$ cat src/rtl/btn_pkg.sv
// btn_pkg: shared defaults and counter sizing for the button debouncer
package btn_pkg;
  localparam int DEBOUNCE_CYCLES_DEF = 50000;
  localparam int SYNC_STAGES_DEF = 2;
  function automatic int cnt_width(input int n);
    return (n < 2) ? 1 : $clog2(n);
  endfunction
endpackage

$ cat src/rtl/btn_debounce_ch.sv
// btn_debounce_ch: one button channel - synchronizer, stability counter, level and edge pulses
module btn_debounce_ch
  import btn_pkg::*;
#(
  parameter int DEBOUNCE_CYCLES = DEBOUNCE_CYCLES_DEF,
  parameter int SYNC_STAGES = SYNC_STAGES_DEF
) (
  input  logic clk,
  input  logic rst,
  input  logic btn,
  output logic level,
  output logic rise,
  output logic fall,
  output logic toggle
);
  localparam int CW = cnt_width(DEBOUNCE_CYCLES);
  logic [SYNC_STAGES-1:0] sync;
  logic [CW-1:0] cnt;
  logic s;
  logic done;
  assign s = sync[SYNC_STAGES-1];
  // the counter tops out at DEBOUNCE_CYCLES-1, where the level flips and the count restarts
  assign done = (s != level) && (cnt == CW'(DEBOUNCE_CYCLES - 1));
  always_ff @(posedge clk or posedge rst)
    if (rst) begin
      sync <= '0;
      cnt <= '0;
      level <= 1'b0;
      rise <= 1'b0;
      fall <= 1'b0;
      toggle <= 1'b0;
    end else begin
      sync <= {sync[SYNC_STAGES-2:0], btn};
      cnt <= (s == level || done) ? '0 : cnt + CW'(1);
      level <= done ? s : level;
      rise <= done && s;
      fall <= done && !s;
      toggle <= toggle ^ (done && s);
    end
endmodule

$ cat src/rtl/btn_debounce.sv
// btn_debounce: two independent debounced buttons plus a chord pulse
module btn_debounce
  import btn_pkg::*;
#(
  parameter int DEBOUNCE_CYCLES = DEBOUNCE_CYCLES_DEF,
  parameter int SYNC_STAGES = SYNC_STAGES_DEF
) (
  input  logic clk,
  input  logic rst,
  input  logic btn_0,
  input  logic btn_1,
  output logic btn_0_level,
  output logic btn_1_level,
  output logic btn_0_press,
  output logic btn_1_press,
  output logic btn_0_release,
  output logic btn_1_release,
  output logic btn_0_toggle,
  output logic btn_1_toggle,
  output logic chord
);
  btn_debounce_ch #(.DEBOUNCE_CYCLES(DEBOUNCE_CYCLES), .SYNC_STAGES(SYNC_STAGES)) u_ch0 (
    .clk(clk), .rst(rst), .btn(btn_0),
    .level(btn_0_level), .rise(btn_0_press), .fall(btn_0_release), .toggle(btn_0_toggle)
  );
  btn_debounce_ch #(.DEBOUNCE_CYCLES(DEBOUNCE_CYCLES), .SYNC_STAGES(SYNC_STAGES)) u_ch1 (
    .clk(clk), .rst(rst), .btn(btn_1),
    .level(btn_1_level), .rise(btn_1_press), .fall(btn_1_release), .toggle(btn_1_toggle)
  );
  // the AND of both levels can only rise in a cycle where one channel presses
  assign chord = (btn_0_press || btn_1_press) && btn_0_level && btn_1_level;
endmodule

$ cat config.mk
export PLATFORM = sky130hd
export DESIGN_NAME = btn_debounce
export DESIGN_NICKNAME = d
export VERILOG_FILES = /design/src/rtl/btn_pkg.sv /design/src/rtl/btn_debounce_ch.sv /design/src/rtl/btn_debounce.sv
export SDC_FILE = /design/constraint.sdc
export NUM_CORES = 1
export LEC_CHECK = 0
export ABC_AREA = 0
export BUFFER_PORTS_ARGS = -buffer_cell sky130_fd_sc_hd__buf_2
export CELL_PAD_IN_SITES_DETAIL_PLACEMENT = 1
export CELL_PAD_IN_SITES_GLOBAL_PLACEMENT = 1
export CORE_MARGIN = 4
export CORE_UTILIZATION = 42
export CTS_CLUSTER_DIAMETER = 30
export DETAILED_ROUTE_END_ITERATION = 8
export PLACE_DENSITY_LB_ADDON = 0.1
export RECOVER_POWER = 25
export SETUP_SLACK_MARGIN = 0.05
export SLEW_MARGIN = 40
export SYNTH_ARGS = -nofsm -noshare
export SYNTH_HDL_FRONTEND = slang
export SYNTH_SLANG_ARGS = --single-unit
$ cat constraint.sdc
create_clock -name clk -period 2.6 [get_ports clk]
set_input_delay 0.13 -clock clk [delete_from_list [all_inputs] [get_ports clk]]
set_output_delay 0.13 -clock clk [all_outputs]
set_load 0.02 [all_outputs]
==> reports/results.ini <==
[yosys]
synth_top_cell_by_area = dfrtp_1
ys.flop_type = dfrtp_1
yosysMostFrequentCell = dfrtp_1
async_reset_ff_share_pct = 100
synth.avg_cell_area_sq_um = 10.6
synth_fp_nets = 198
yosys_warnings = 0
synth-seq-cells = 44
ys_seq_area_share_pct = 54.4
synth_area_leaders = dfrtp_1 (54%), xnor2_1 (11%), nor2_1 (6.3%)
netlist_area_sq_um = 2030
ys_types = 29
synthesis.instances = 192
synth_edf_count = 0
synth.top_cell.area_share_pct = 54.4
synth_common_cells = dfrtp_1 (44), nor2_1 (34), xnor2_1 (25), nand3_1 (12)

[setup_path]
worst_path_most_repeated_cell = or3_1
slowest_stage = o21ai_2
path_class = reg2reg
critPathCaptureType = flip-flop
startpoint_type = flip-flop
cp_cell_sequence = or3_1 > or3_1 > o21ai_2 > nor2_1
reg2reg_from = u_ch0.cnt[10]
r2r_cells = 4
cp_num_cells = 4
reg2reg_slack_ns = 0.60
reg2reg_to = u_ch0.cnt[6]
crit_required_ns = 2.76
cp-endpoint = u_ch0.cnt[6]
crit_buf_inv = 0
path_max_fanout = 15
arrival_ns = 2.16
critical_path.top_delay_family = simple AND/OR/NAND/NOR gates
critPathMaxStageDelay_ns = 0.49
crit_start = u_ch0.cnt[10]

[power]
p_int_w = 0.000994
power.switching_w = 0.000282
p_leak_nw = 0.991
vdd_drop_max_v = 0.000284
sequentialPowerShare_pct = 55.2
switching_share_pct = 22.1
p_comb_share_pct = 3.4
clkPwrFrac_pct = 41.4
cellPowerDensity_nw_per_um2 = 558
power_w = 0.00128

[floorplanning]
die_area_sq_um = 6000
fp-row-count = 25
core-area_sq_um = 4690
fp.dieH_um = 77.5
die_width_um = 77.5
boundaryPins = 13
start_util_pct = 43.2

[global_route]
grt_pass1_vias = 1562
grt_overflow_total = 0
grt_first_pass_wirelength_um = 7370
antenna_found_initial = 0
grt_max_degree = 25
track_usage_pct = 15.5

[drt]
wl_um = 4040
dr_total_vias = 1448
wl_met1_um = 1820
drcViolationCount = 0
top_layer_used = met4
wl_met2_um = 2060
drt_iter0_markers = 38
firstDrtPassIters = 4
routed_wire_length_per_instance_um = 15.1
viasPerCell = 5.40
wl_met3_um = 96
ant_nets = 0

[run_status]
status = finished clean

[clock_network]
path_clk_slew_ns = 0.08
htree_levels = 2
cts_tree = done
cts_setup_buffers = 0
cts_max_path_buffers = 2
clk_latency_ns = 0.29
clock_sinks = 44
numCtsBuffers = 5
root_buffer = clkbuf_8

[cells_and_area]
fin_area_sq_um = 2290
n_antenna_cell = 0
drive_gt1_share_pct = 13.1
syn_to_final_growth_pct = 12.9
fin_nets = 219

[timing]
hold_violations = 0
worst_pin_slew_ns = 0.858
fmax_mhz = 499
final_max_slew_viol_count = 0
min_period_ns = 2.00
rsz0062_at_grt = false
relSlewSlack_pct = 42.8
skew_ns = 0.00376
final.setup.tns_ns = 0
setup_violations = 0
finalCritPeriodShare_pct = 77.1

[run]
cap_violations = 0

[place]
place.gp.congestion = 0.839
dp_hpwl_um = 2890
portBuffers = 12
place_area_sq_um = 2150

[hold_path]
hp-class = reg2reg

logic make-up (layout without fill, tap and decap cells):
logic type | Yosys count | in the layout | synth area share, %
buffers and inverters | 12 | 34 | 2.78
XOR/XNOR | 31 | 31 | 13.4
flip-flops | 44 | 44 | 54.4
multiplexers | 2 | 2 | 1.30
AND/OR/NAND/NOR | 97 | 97 | 25.3
AO/OA/AOI/OAI | 4 | 4 | 1.61
adder cells (fa/ha/maj) | 2 | 2 | 1.24
per-layer routing:
metal	GRT usage, %	up-vias
li1	-	701
met1	19.5	725
met2	25.2	16
met3	3.94	6
met4	6.76	0
met5	0	-
through the flow:
step	utilization [%]	setup WS, ns	hold slack [ns]	std cells
after floorplan	-	0.808	0.161	192
final	48.7	0.595	0.363	268
after global routing	48.7	0.377	0.376	268
after detailed placement	45.7	0.558	0.183	257
after global placement	45.7	0.626	0.239	257
after CTS	48.7	0.541	0.366	268
power groups by stage:
| stage | sequential [W] | combinational (W) | clock [W] |
|---|---|---|---|
| after floorplan | 0.000716 | 0.0000290 | 0 |
| after global placement | 0.000717 | 0.0000399 | 0 |
| after detailed placement | 0.000718 | 0.0000419 | 0 |
| after CTS | 0.000705 | 0.0000454 | 0.000544 |
| after global routing | 0.000707 | 0.0000519 | 0.000585 |
| final | 0.000705 | 0.0000429 | 0.000528 |
what timing repair did:
action / in CTS / in global routing
hold endpoints to repair: 24 / 0
resized for setup: 0 / 0
hold buffers: 3 / 0
how the worst min path moves through the flow:
stage / from / end / cells after the start
2_1_floorplan: btn_0 / u_ch0.sync[0] / 0
3_3_place_gp: btn_1 / u_ch1.sync[0] / 1
3_5_place_dp: rst / u_ch0.sync[0] / 2
4_1_cts: u_ch1.sync[0] / u_ch1.sync[1] / 0
5_1_grt: u_ch1.sync[0] / u_ch1.sync[1] / 0
6_report: u_ch0.sync[0] / u_ch0.sync[1] / 0
flip-flops by register name (all words and copies together), names as in the netlist:
register / flops
u_ch0.cnt: 16
u_ch1.cnt: 16
u_ch0.sync: 2
u_ch1.sync: 2
u_ch0.fall: 1
u_ch0.level: 1
u_ch0.rise: 1
u_ch0.toggle: 1
u_ch1.fall: 1
u_ch1.level: 1
u_ch1.rise: 1
u_ch1.toggle: 1
layout by cell type (no fill, tap or decap), types with 3 or more instances in the layout:
cell type / n
and3_1: 4
buf_2: 12
clkbuf_8: 5
dfrtp_1: 44
dlygate4sd3_1: 3
inv_1: 9
nand2_1: 6
nand3_1: 12
nand4_1: 9
nor2_1: 34
nor3_1: 9
nor3b_1: 3
nor4_1: 8
nor4b_1: 3
or3_1: 3
xnor2_1: 25
xor2_1: 6
layout make-up:
cell class                      instances  area, sq um
Inverter                                9         33.8
Tap cell                               54         67.6
Sequential cell                        44         1100
Timing Repair Buffer                   17          105
Clock buffer                            5         68.8
Fill cell                             528         2400
Multi-Input combinational cell        136          868
Clock inverter                          3         42.5
Power figures use the tool's default switching activity.
